<file path="src/rtl/rng_test_pkg.sv">
// Shared types and width helpers for the serial RNG stream tester.
// Contents:
//   mode_e   - test select: monobit, runs, block frequency, cumulative sums
//   state_e  - controller states IDLE / COLLECT / EVAL / DONE
//   width helpers - clog2-derived widths of counters, signed sums and the
//                   block-frequency square accumulator
package rng_test_pkg;

    typedef enum logic [1:0] {
        MODE_MONO  = 2'd0,
        MODE_RUNS  = 2'd1,
        MODE_BF    = 2'd2,
        MODE_CUSUM = 2'd3
    } mode_e;

    typedef enum logic [1:0] {
        ST_IDLE    = 2'd0,
        ST_COLLECT = 2'd1,
        ST_EVAL    = 2'd2,
        ST_DONE    = 2'd3
    } state_e;

    // Unsigned counter width able to hold the value n_bits itself.
    function automatic int cnt_w(input int n_bits);
        return $clog2(n_bits) + 1;
    endfunction

    // Signed width for S = 2*ones - n_bits and the running sum S_k.
    function automatic int s_w(input int n_bits);
        return $clog2(n_bits) + 2;
    endfunction

    // Width of the position counter inside one block.
    function automatic int blk_w(input int m_blk);
        return $clog2(m_blk);
    endfunction

    // Sum of d^2 is at most (n_bits/m_blk)*m_blk^2 = n_bits*m_blk.
    function automatic int sq_w(input int n_bits, input int m_blk);
        return $clog2(n_bits * m_blk) + 1;
    endfunction

endpackage

</file>
<file path="src/rtl/rng_block_sq_accum.sv">
// Block-frequency helper: counts ones inside each aligned M_BLK-bit block and,
// on the last bit of a block, adds d^2 (d = 2*c - M_BLK) to a running total.
// Ports:
//   clk, rst_n  - clock, asynchronous active-low reset
//   clr_i       - clears the block position, block count and total
//   en_i        - consume bit_i this cycle
//   bit_i       - serial bit under test
//   sum_sq_o    - accumulated sum of d^2 (registered)
module rng_block_sq_accum
    import rng_test_pkg::*;
#(
    parameter int N_BITS = 128,
    parameter int M_BLK  = 8
) (
    input  logic                              clk,
    input  logic                              rst_n,
    input  logic                              clr_i,
    input  logic                              en_i,
    input  logic                              bit_i,
    output logic [sq_w(N_BITS, M_BLK)-1:0]    sum_sq_o
);

    localparam int LM = blk_w(M_BLK);
    localparam int DW = LM + 2;
    localparam int QW = sq_w(N_BITS, M_BLK);
    localparam logic [DW-1:0] M_W = DW'(M_BLK);

    logic [LM-1:0] pos_q, pos_d;
    logic [LM:0]   ones_q, ones_d;
    logic [QW-1:0] sum_q, sum_d;
    logic [LM:0]   c_full_s;
    logic [DW-1:0] two_c_s;
    logic [DW-1:0] abs_d_s;
    logic [QW-1:0] sq_s;

    // Next-state for the block counters and the square accumulator.
    always_comb begin
        pos_d    = pos_q;
        ones_d   = ones_q;
        sum_d    = sum_q;
        c_full_s = ones_q + {{LM{1'b0}}, bit_i};
        two_c_s  = {c_full_s, 1'b0};
        // |2c - M| without a signed intermediate.
        if (two_c_s >= M_W) begin
            abs_d_s = two_c_s - M_W;
        end else begin
            abs_d_s = M_W - two_c_s;
        end
        sq_s = QW'(abs_d_s) * QW'(abs_d_s);
        if (clr_i) begin
            pos_d  = {LM{1'b0}};
            ones_d = {(LM+1){1'b0}};
            sum_d  = {QW{1'b0}};
        end else if (en_i) begin
            pos_d = pos_q + LM'(1);
            if (pos_q == {LM{1'b1}}) begin
                ones_d = {(LM+1){1'b0}};
                sum_d  = sum_q + sq_s;
            end else begin
                ones_d = c_full_s;
            end
        end else begin
            pos_d = pos_q;
        end
    end

    // Block counter and accumulator registers.
    always_ff @(posedge clk or negedge rst_n) begin
        if (!rst_n) begin
            pos_q  <= {LM{1'b0}};
            ones_q <= {(LM+1){1'b0}};
            sum_q  <= {QW{1'b0}};
        end else begin
            pos_q  <= pos_d;
            ones_q <= ones_d;
            sum_q  <= sum_d;
        end
    end

    assign sum_sq_o = sum_q;

endmodule

</file>
<file path="src/rtl/rng_stream_tester.sv">
// Serial randomness tester: collects N_BITS bits and evaluates one of four
// tests (monobit, runs, block frequency, cumulative sums) on them.
// Ports:
//   clk, rst_n         - clock, asynchronous active-low reset
//   start, mode        - begin a test in IDLE; mode latched at start
//   epsilon_rsc_dat    - serial bit, consumed when epsilon_vld=1 in COLLECT
//   epsilon_vld        - bit qualifier
//   is_random_rsc_dat  - verdict (1 = pass), held until the next start
//   valid_rsc_dat      - one-cycle verdict strobe (DONE state)
//   busy               - high in COLLECT and EVAL
module rng_stream_tester
    import rng_test_pkg::*;
#(
    parameter int N_BITS       = 128,
    parameter int M_BLK        = 8,
    parameter int MONO_THR     = 29,
    parameter int RUNS_PRE_THR = 45,
    parameter int RUNS_LO      = 49,
    parameter int RUNS_HI      = 80,
    parameter int BF_THR       = 256,
    parameter int CUSUM_THR    = 35
) (
    input  logic       clk,
    input  logic       rst_n,
    input  logic       start,
    input  logic [1:0] mode,
    input  logic       epsilon_rsc_dat,
    input  logic       epsilon_vld,
    output logic       is_random_rsc_dat,
    output logic       valid_rsc_dat,
    output logic       busy
);

    localparam int CW = cnt_w(N_BITS);
    localparam int SW = s_w(N_BITS);
    localparam int QW = sq_w(N_BITS, M_BLK);

    localparam logic [CW-1:0]        LAST_W     = CW'(N_BITS - 1);
    localparam logic [SW-1:0]        N_W        = SW'(N_BITS);
    localparam logic signed [SW-1:0] ONE_S      = SW'(1);
    localparam logic [SW-1:0]        MONO_W     = SW'(MONO_THR);
    localparam logic [SW-1:0]        RUNS_PRE_W = SW'(RUNS_PRE_THR);
    localparam logic [CW-1:0]        RUNS_LO_W  = CW'(RUNS_LO);
    localparam logic [CW-1:0]        RUNS_HI_W  = CW'(RUNS_HI);
    localparam logic [QW-1:0]        BF_W       = QW'(BF_THR);
    localparam logic [SW-1:0]        CUSUM_W    = SW'(CUSUM_THR);

    state_e                 state_q, state_d;
    mode_e                  mode_q, mode_d;
    logic [CW-1:0]          cnt_q, cnt_d;
    logic [CW-1:0]          ones_q, ones_d;
    logic                   prev_q, prev_d;
    logic [CW-1:0]          trans_q, trans_d;
    logic signed [SW-1:0]   sum_q, sum_d;
    logic [SW-1:0]          max_abs_q, max_abs_d;
    logic                   verdict_q, verdict_d;
    logic                   valid_q, busy_q;

    logic                   accept_s, consume_s;
    logic signed [SW-1:0]   step_sum_s;
    logic [SW-1:0]          step_abs_s;
    logic signed [SW-1:0]   s_s;
    logic [SW-1:0]          abs_s_s;
    logic [CW-1:0]          runs_s;
    logic [QW-1:0]          sum_sq_s;
    logic                   pass_s;

    rng_block_sq_accum #(
        .N_BITS (N_BITS),
        .M_BLK  (M_BLK)
    ) u_block_sq (
        .clk      (clk),
        .rst_n    (rst_n),
        .clr_i    (accept_s),
        .en_i     (consume_s),
        .bit_i    (epsilon_rsc_dat),
        .sum_sq_o (sum_sq_s)
    );

    // Verdict from the final accumulator contents for the latched mode.
    always_comb begin
        // Modular arithmetic is fine: the true S lies in [-N, N].
        s_s     = $signed({ones_q, 1'b0} - N_W);
        abs_s_s = s_s[SW-1] ? -s_s : s_s;
        runs_s  = trans_q + CW'(1);
        case (mode_q)
            MODE_MONO:  pass_s = (abs_s_s <= MONO_W);
            MODE_RUNS:  pass_s = (abs_s_s < RUNS_PRE_W) &&
                                 (runs_s >= RUNS_LO_W) && (runs_s <= RUNS_HI_W);
            MODE_BF:    pass_s = (sum_sq_s <= BF_W);
            MODE_CUSUM: pass_s = (max_abs_q <= CUSUM_W);
            default:    pass_s = 1'b0;
        endcase
    end

    // Controller next-state and shared accumulator updates.
    always_comb begin
        state_d    = state_q;
        mode_d     = mode_q;
        cnt_d      = cnt_q;
        ones_d     = ones_q;
        prev_d     = prev_q;
        trans_d    = trans_q;
        sum_d      = sum_q;
        max_abs_d  = max_abs_q;
        verdict_d  = verdict_q;
        accept_s   = 1'b0;
        consume_s  = 1'b0;
        step_sum_s = epsilon_rsc_dat ? (sum_q + ONE_S) : (sum_q - ONE_S);
        step_abs_s = step_sum_s[SW-1] ? -step_sum_s : step_sum_s;
        case (state_q)
            ST_IDLE: begin
                if (start) begin
                    accept_s  = 1'b1;
                    state_d   = ST_COLLECT;
                    mode_d    = mode_e'(mode);
                    cnt_d     = {CW{1'b0}};
                    ones_d    = {CW{1'b0}};
                    prev_d    = 1'b0;
                    trans_d   = {CW{1'b0}};
                    sum_d     = {SW{1'b0}};
                    max_abs_d = {SW{1'b0}};
                    verdict_d = 1'b0;
                end else begin
                    state_d = ST_IDLE;
                end
            end
            ST_COLLECT: begin
                if (epsilon_vld) begin
                    consume_s = 1'b1;
                    cnt_d     = cnt_q + CW'(1);
                    ones_d    = ones_q + {{(CW-1){1'b0}}, epsilon_rsc_dat};
                    prev_d    = epsilon_rsc_dat;
                    sum_d     = step_sum_s;
                    // The very first bit has no predecessor to transition from.
                    if ((cnt_q != {CW{1'b0}}) && (epsilon_rsc_dat != prev_q)) begin
                        trans_d = trans_q + CW'(1);
                    end else begin
                        trans_d = trans_q;
                    end
                    if (step_abs_s > max_abs_q) begin
                        max_abs_d = step_abs_s;
                    end else begin
                        max_abs_d = max_abs_q;
                    end
                    if (cnt_q == LAST_W) begin
                        state_d = ST_EVAL;
                    end else begin
                        state_d = ST_COLLECT;
                    end
                end else begin
                    state_d = ST_COLLECT;
                end
            end
            ST_EVAL: begin
                verdict_d = pass_s;
                state_d   = ST_DONE;
            end
            ST_DONE: begin
                state_d = ST_IDLE;
            end
            default: begin
                state_d = ST_IDLE;
            end
        endcase
    end

    // State, accumulators and output registers.
    always_ff @(posedge clk or negedge rst_n) begin
        if (!rst_n) begin
            state_q   <= ST_IDLE;
            mode_q    <= MODE_MONO;
            cnt_q     <= {CW{1'b0}};
            ones_q    <= {CW{1'b0}};
            prev_q    <= 1'b0;
            trans_q   <= {CW{1'b0}};
            sum_q     <= {SW{1'b0}};
            max_abs_q <= {SW{1'b0}};
            verdict_q <= 1'b0;
            valid_q   <= 1'b0;
            busy_q    <= 1'b0;
        end else begin
            state_q   <= state_d;
            mode_q    <= mode_d;
            cnt_q     <= cnt_d;
            ones_q    <= ones_d;
            prev_q    <= prev_d;
            trans_q   <= trans_d;
            sum_q     <= sum_d;
            max_abs_q <= max_abs_d;
            verdict_q <= verdict_d;
            valid_q   <= (state_d == ST_DONE);
            busy_q    <= (state_d == ST_COLLECT) || (state_d == ST_EVAL);
        end
    end

    assign is_random_rsc_dat = verdict_q;
    assign valid_rsc_dat     = valid_q;
    assign busy              = busy_q;

endmodule

</file>
<file path="config.mk">
export PLATFORM = sky130hd
export DESIGN_NAME = rng_stream_tester
export DESIGN_NICKNAME = d
export VERILOG_FILES = /design/src/rtl/rng_test_pkg.sv /design/src/rtl/rng_block_sq_accum.sv /design/src/rtl/rng_stream_tester.sv
export SDC_FILE = /design/constraint.sdc
export NUM_CORES = 1
export LEC_CHECK = 0
export CAP_MARGIN = 20
export CELL_PAD_IN_SITES_DETAIL_PLACEMENT = 0
export CELL_PAD_IN_SITES_GLOBAL_PLACEMENT = 1
export CORE_UTILIZATION = 44
export DETAILED_ROUTE_END_ITERATION = 10
export HOLD_SLACK_MARGIN = 0.12
export PLACE_DENSITY_LB_ADDON = 0.1
export SETUP_SLACK_MARGIN = 0.05
export SLEW_MARGIN = 25
export SYNTH_ARGS = -nofsm -noshare
export SYNTH_HDL_FRONTEND = slang
export SYNTH_SLANG_ARGS = --single-unit
</file>
<file path="constraint.sdc">
create_clock -name clk -period 4.2 [get_ports clk]
set_input_delay 0.63 -clock clk [delete_from_list [all_inputs] [get_ports clk]]
set_output_delay 0.63 -clock clk [all_outputs]
set_load 0.03 [all_outputs]
</file>
# Word-level counts from Yosys, hierarchy flattened
# Cells that the tools add are included.
dict set report word_totals {
  in_bits 7
  regBits 68
  word_cells 108
}
dict set report classes {
  n_reduce_logical 17
  eq_ne 16
  muxes 39
  magnitude_cmp 8
  add_sub_neg 13
  multipliers 1
}
# cell count
set ops {}
lappend ops {{2-to-1 mux 9 bit} 7}
lappend ops {{case mux 8 bit (2 select lines)} 3}
lappend ops {{2-to-1 mux 8 bit} 5}
lappend ops {{case mux 9 bit (2 select lines)} 2}
lappend ops {{2-to-1 mux 11 bit} 3}
lappend ops {{negation 9 bit} 2}
lappend ops {{adder 8 x 1 -> 8 bit, second input constant} 2}
lappend ops {{== test 2 bit, second input constant} 6}
lappend ops {{2-to-1 mux 4 bit} 3}
lappend ops {{adder 11 x 10 -> 11 bit} 1}
lappend ops {{less-or-equal comparator 11 x 9 -> 1 bit, second input constant} 1}
lappend ops {{multiplier 5 x 5 -> 10 bit} 1}
lappend ops {{adder 9 x 2 -> 9 bit, second input constant} 1}
lappend ops {{greater-than comparator 9 bit} 1}
lappend ops {{less-or-equal comparator 9 x 5 -> 1 bit, second input constant} 1}
lappend ops {{less-or-equal comparator 9 x 6 -> 1 bit, second input constant} 1}
lappend ops {{< comparator 9 x 6 -> 1 bit, second input constant} 1}
lappend ops {{subtractor 9 x 2 -> 9 bit, second input constant} 1}
lappend ops {{subtractor 9 x 8 -> 9 bit, second input constant} 1}
lappend ops {{adder 8 x 1 -> 8 bit} 1}
lappend ops {{== test 8 x 7 -> 1 bit, second input constant} 1}
lappend ops {{>= comparator 8 x 6 -> 1 bit, second input constant} 1}
lappend ops {{less-or-equal comparator 8 x 7 -> 1 bit, second input constant} 1}
lappend ops {{inequality test 2 bit, second input constant} 4}
lappend ops {{23 further kinds} 43}

# Longest topological paths before layout
dict set report depth {
  ltp_word 8
  ltp_mapped 19
  mapped_depth_nobuf 19
}

# Hierarchy
# A second synthesis with hierarchy kept.
dict set report hier_totals {
  cells_unflattened 544
  area_unflattened_um2 4921.0
}
# module seq_area_each_um2 cells_each instances area_each_um2
set by_module_without_submodules {}
lappend by_module_without_submodules {rng_stream_tester 1251.2 370 1 3342.0}
lappend by_module_without_submodules {rng_block_sq_accum 400.4 174 1 1579.0}

# Worst setup path before layout
# No wires, ideal clock.
dict set report synth_timing {
  path_kind {input-to-reg}
  from {input epsilon_rsc_dat}
  to {register u_block_sq.sum_q[10], in the netlist u_block_sq.sum_sq_o[10]}
  t_arrival_ns 4.492
  path_slack_ns -0.413
  n_path_buf 0
  path_stages 19
  required_ns 4.079
  cell_sequence {ha_1 > ha_1 > inv_1 > ha_1 > mux2i_1 > inv_1 > ha_1 > inv_1 > fa_1 > fa_1 > inv_1 > fa_1 > a21o_1 > a21oi_1 > o21bai_1 > a21oi_1 > xnor2_1 > a31oi_1 > a22o_1}
}
dict set report synth_between {
  elab_chain_cells 8
  word_cells_on_any_way 10
  classes_between {add/sub (4); mul (1); order compare (1); mux (4)}
}
# element line
set synth_lines {}
lappend synth_lines {{from (decl)} rng_stream_tester.sv:27} ;# input logic epsilon_rsc_dat,
lappend synth_lines {{adder 4 x 1 -> 4 bit (*)} rng_block_sq_accum.sv:41} ;# c_full_s = ones_q + {{LM{1'b0}}, bit_i};
lappend synth_lines {{subtractor 4 x 5 -> 5 bit, or another cell as far along} rng_block_sq_accum.sv:47} ;# abs_d_s = M_W - two_c_s;
lappend synth_lines {{2-to-1 mux 5 bit (*)} rng_block_sq_accum.sv:44} ;# if (two_c_s >= M_W) begin
lappend synth_lines {{multiplier 5 x 5 -> 10 bit (*)} rng_block_sq_accum.sv:49} ;# sq_s = QW'(abs_d_s) * QW'(abs_d_s);
lappend synth_lines {{adder 11 x 10 -> 11 bit (*)} rng_block_sq_accum.sv:58} ;# sum_d = sum_q + sq_s;
lappend synth_lines {{2-to-1 mux 11 bit (*)} rng_block_sq_accum.sv:56} ;# if (pos_q == {LM{1'b1}}) begin
lappend synth_lines {{2-to-1 mux 11 bit (*)} rng_block_sq_accum.sv:54} ;# end else if (en_i) begin
lappend synth_lines {{2-to-1 mux 11 bit (*)} rng_block_sq_accum.sv:50} ;# if (clr_i) begin
lappend synth_lines {{to (signal assigned)} rng_block_sq_accum.sv:72} ;# sum_q <= {QW{1'b0}};
lappend synth_lines {{to (signal assigned)} rng_block_sq_accum.sv:76} ;# sum_q <= sum_d;
lappend synth_lines {{to (decl)} rng_block_sq_accum.sv:30} ;# logic [QW-1:0] sum_q, sum_d;
# Mark *: on every way between the ends. The rest lies on a longest branch, timed or not. The select of a mux whose other input is x is not followed.
# A chain may end at the register's enable or synchronous reset.

# Worst setup path after layout
dict set report layout_timing {
  from {register u_block_sq.ones_q[0]}
  to {register u_block_sq.sum_q[10], in the netlist u_block_sq.sum_sq_o[10]}
}
dict set report layout_between {
  elab_chain_cells 8
  word_cells_on_any_way 10
  classes_between {add/sub (4); mul (1); order compare (1); mux (4)}
}
# element line
set layout_lines {}
lappend layout_lines {{from (decl)} rng_block_sq_accum.sv:29} ;# logic [LM:0] ones_q, ones_d;
lappend layout_lines {{from (signal assigned)} rng_block_sq_accum.sv:71} ;# ones_q <= {(LM+1){1'b0}};
lappend layout_lines {{from (signal assigned)} rng_block_sq_accum.sv:75} ;# ones_q <= ones_d;
lappend layout_lines {{adder 4 x 1 -> 4 bit (*)} rng_block_sq_accum.sv:41}
lappend layout_lines {{subtractor 4 x 5 -> 5 bit, or another cell as far along} rng_block_sq_accum.sv:47}
lappend layout_lines {{2-to-1 mux 5 bit (*)} rng_block_sq_accum.sv:44}
lappend layout_lines {{multiplier 5 x 5 -> 10 bit (*)} rng_block_sq_accum.sv:49}
lappend layout_lines {{adder 11 x 10 -> 11 bit (*)} rng_block_sq_accum.sv:58}
lappend layout_lines {{2-to-1 mux 11 bit (*)} rng_block_sq_accum.sv:56}
lappend layout_lines {{2-to-1 mux 11 bit (*)} rng_block_sq_accum.sv:54}
lappend layout_lines {{2-to-1 mux 11 bit (*)} rng_block_sq_accum.sv:50}
# Marked as above.

==> results.py <==
metrics = {
    "timing": {
        "fin_crit_ps": 4060,
        "tightestPinTransition_ps": 715,
        "finalHoldViolations": 0,
        "setup_ws_ps": 142,
        "max_freq_ghz": 0.246,
        "slew_headroom_pct": 51.1,
        "timing.hold.ws_ps": 211,
        "clock_skew_ps": 11.1,
        "finalMaxSlewViolations": 0,
        "finalCritPeriodShare_pct": 96.6,
        "tns_ps": 0,
        "rsz0062_at_grt": "yes",
        "setup_viol": 0,
    },
    "placed_design": {
        "post-place-ws_ps": -782,
        "routabilityCongestion": 0.912,
        "place_area_um2": 5280,
        "hpwl_um": 7770,
        "dp_cells": 693,
        "portBuffers": 9,
    },
    "critical_path": {
        "critPathArrivalTime_ps": 4290,
        "worstPathRequired_ps": 4430,
        "endpoint_kind": "register",
        "r2r-start": "u_block_sq.ones_q[0]",
        "rrSetupSlack_ps": 140,
        "timing.rr.end": "u_block_sq.sum_sq_o[10]",
        "critPathKind": "reg2reg",
        "startpoint_type": "register",
        "worst-r2r-cell-count": 19,
        "critPathMaxFanout": 3,
    },
    "floorplanning": {
        "die_w_um": 104,
        "initial_utilization_pct": 46.2,
        "fp.dieH_um": 104,
        "core_um2": 9950,
        "row_count": 36,
        "ioPinCount": 10,
        "die_area_um2": 10900,
    },
    "logic_synthesis": {
        "synth_edf_count": 0,
        "synth_async_sr_flop_share_pct": 100,
        "syn_inst": 508,
        "synthesis.area_um2": 4590,
        "synth-main-ff-cell": "dfrtp_1",
        "syn_nets": 569,
        "synth-seq-cells": 66,
        "syn_avg_cell_area_um2": 9.04,
        "synth_seq_area_share_pct": 35.9,
        "ys_warn_count": 0,
        "ys_types": 60,
    },
    "power": {
        "p_int_mw": 3.01,
        "combPwrFrac_pct": 70.9,
        "p_sw_share_pct": 43.0,
        "leakage_nw": 2.68,
        "ir_drop_v": 0.000575,
        "p_switching_mw": 2.27,
        "power.density_nw_per_um2": 947,
        "finalPower_mw": 5.28,
        "p_seq_share_pct": 20.6,
        "p_clk_share_pct": 8.5,
    },
    "cells_and_area": {
        "regArea_um2": 1650,
        "syn_to_final_growth_pct": 21.5,
        "drive_gt1_share_pct": 20.5,
        "multi_input_area_um2": 2850,
        "antenna_cells": 0,
        "fill_cells": 931,
        "layout.cells.non_filler": 717,
        "nets": 641,
        "post-route-util_pct": 56.1,
        "final_area_um2": 5580,
    },
    "global_routing": {
        "grt_pass1_vias": 3758,
        "grt_pass1_wl_um": 17600,
        "use_met2_pct": 35.0,
        "track_usage_pct": 20.4,
        "grt_overflow": 0,
        "grt_antenna_before_repair": 0,
        "use_met1_pct": 25.4,
        "met3_usage_pct": 4.20,
        "grt-busiest-layer": "met2",
        "grt_max_degree": 50,
    },
    "clocking": {
        "cts-root-buf": "clkbuf_8",
        "numCtsBuffers": 9,
        "htreeDepth": 3,
        "cts_tree": "built",
        "cts_buffer_depth": 2,
        "clk_pin_slew_ps": 70,
        "clock_latency_ps": 340,
        "clock_sinks": 66,
    },
    "drt": {
        "vias": 3768,
        "route.detailed.drc": 0,
        "drt-initial-drc-count": 138,
        "wl_per_cell_um": 14.5,
        "ant_nets": 0,
        "dr.pass1.iters": 4,
        "viasPerCell": 5.26,
        "finalWirelength_um": 10400,
    },
    "run_status": {
        "status": "finished, final reports clean",
    },
    "worst_hold_path": {
        "hold_path.class": "in2async",
    },
    "flow_run": {
        "cap_violations": 0,
    },
}
cells by family (layout without fill, tap and decap cells):
family | after synthesis | after routing | share of synthesized area [%]
buffers and inverters | 62 | 138 | 5.23
AND/OR/NAND/NOR | 169 | 169 | 17.8
AO/OA/AOI/OAI | 114 | 114 | 16.8
XOR/XNOR | 42 | 42 | 8.33
multiplexers | 1 | 1 | 0.218
flip-flops | 66 | 66 | 35.9
adder cells (fa/ha/maj) | 54 | 54 | 15.7
registers in the layout, summed over array words and instances (netlist names):
signal / count
ones_q: 8
max_abs_q: 9
busy: 1
is_random_rsc_dat: 1
u_block_sq.ones_q: 4
trans_q: 8
mode_q: 2
sum_q: 9
u_block_sq.sum_sq_o: 9
u_block_sq.pos_q: 3
valid_rsc_dat: 1
cnt_q: 8
prev_q: 1
state_q: 2
layout by cell type (no fill, tap or decap), types with 6 or more instances in the layout:
cell type        synthesis  routed
buf_4                    1      67
dfrtp_1                 66      66
nor2_1                  54      51
nand2_1                 51      50
inv_1                   47      43
ha_1                    48      42
o21ai_0                 34      33
xnor2_1                 23      21
xor2_1                  17      16
a22o_1                  16      16
a21oi_1                 18      14
nand3_1                 15      14
nor3_1                   9       9
clkbuf_8                 0       9
and3_1                   8       8
clkdlybuf4s50_1          0       7
o31ai_1                  6       6
routing by layer:
metal,routed length (um),up-vias
met5,0,-
met4,157,0
met3,275,15
met2,5130,48
met1,4820,1799
li1,-,1906
power groups by stage:
stage          Clock [mW]  Combinational (mW)  Sequential [mW]
2_1_floorplan           0                2.28             1.01
4_1_cts             0.465                3.63             1.09
5_1_grt             0.489                4.22             1.12
3_5_place_dp            0                3.46             1.09
3_3_place_gp            0                3.41             1.08
6_report            0.451                3.75             1.09
critical path: stages (launching register included):
cell and delay [ps]:
dfrtp_1 410, ha_4 180, ha_4 260, inv_2 40, ha_4 210, mux2i_4 190, inv_2 80, ha_4 160
inv_2 40, fa_1 420, fa_1 510, inv_2 50, fa_2 360, a21o_1 170, a21oi_2 160, o21bai_1 110
a21oi_2 140, xnor2_1 160, a31oi_1 110, a22o_1 190
worst max-delay path by stage:
stage	cells after the start	slack [ps]	end	from
after global routing	19	-20	u_block_sq.sum_sq_o[10]	u_block_sq.ones_q[0]
after detailed placement	20	-780	u_block_sq.sum_sq_o[10]	epsilon_rsc_dat
after global placement	20	-740	u_block_sq.sum_sq_o[10]	epsilon_rsc_dat
after floorplan	19	20	u_block_sq.sum_sq_o[10]	epsilon_rsc_dat
final	19	140	u_block_sq.sum_sq_o[10]	u_block_sq.ones_q[0]
after CTS	19	9	u_block_sq.sum_sq_o[10]	u_block_sq.ones_q[0]
what timing repair did:
item                                    4_1_cts  5_1_grt
pin swaps                                    13       17
endpoints found under the hold margin         0        0
cloned                                        0        0
resized for setup                            15        6
endpoints found under the setup margin       12       11
hold buffers                                  0        0
setup buffers                                 5        4
cells in the mapped netlist (3+ instances only):
cell	number	area share, %
nand3_1	15	1.6
nand2_1	51	4.2
a21o_1	4	0.65
o21bai_1	4	0.65
nand3b_1	4	0.65
buf_2	3	0.33
dfrtp_1	66	36
nand2b_1	5	0.68
a31oi_1	3	0.41
xnor2_1	23	4.4
nand4_1	4	0.54
ha_1	48	13
and3_1	8	1.1
o21ai_0	34	3.7
o41ai_1	3	0.57
o31ai_1	6	0.98
fa_1	6	2.6
o21ai_1	3	0.33
a21oi_1	18	2.0
xor2_1	17	3.2
a22o_1	16	3.1
inv_1	47	3.8
nor2_1	54	4.4
clkbuf_1	11	0.90
nor3_1	9	0.98
cell type report:
type                    instances  area share (%)
multi-input cells             380            51.1
flip-flops and latches         66            29.6
repair buffers                 76            10.4
inverters                      47            3.16
well taps                     133            2.98
clock buffers                  12            2.42
clock inverters                 3           0.314
Power figures use the tool's default switching activity.
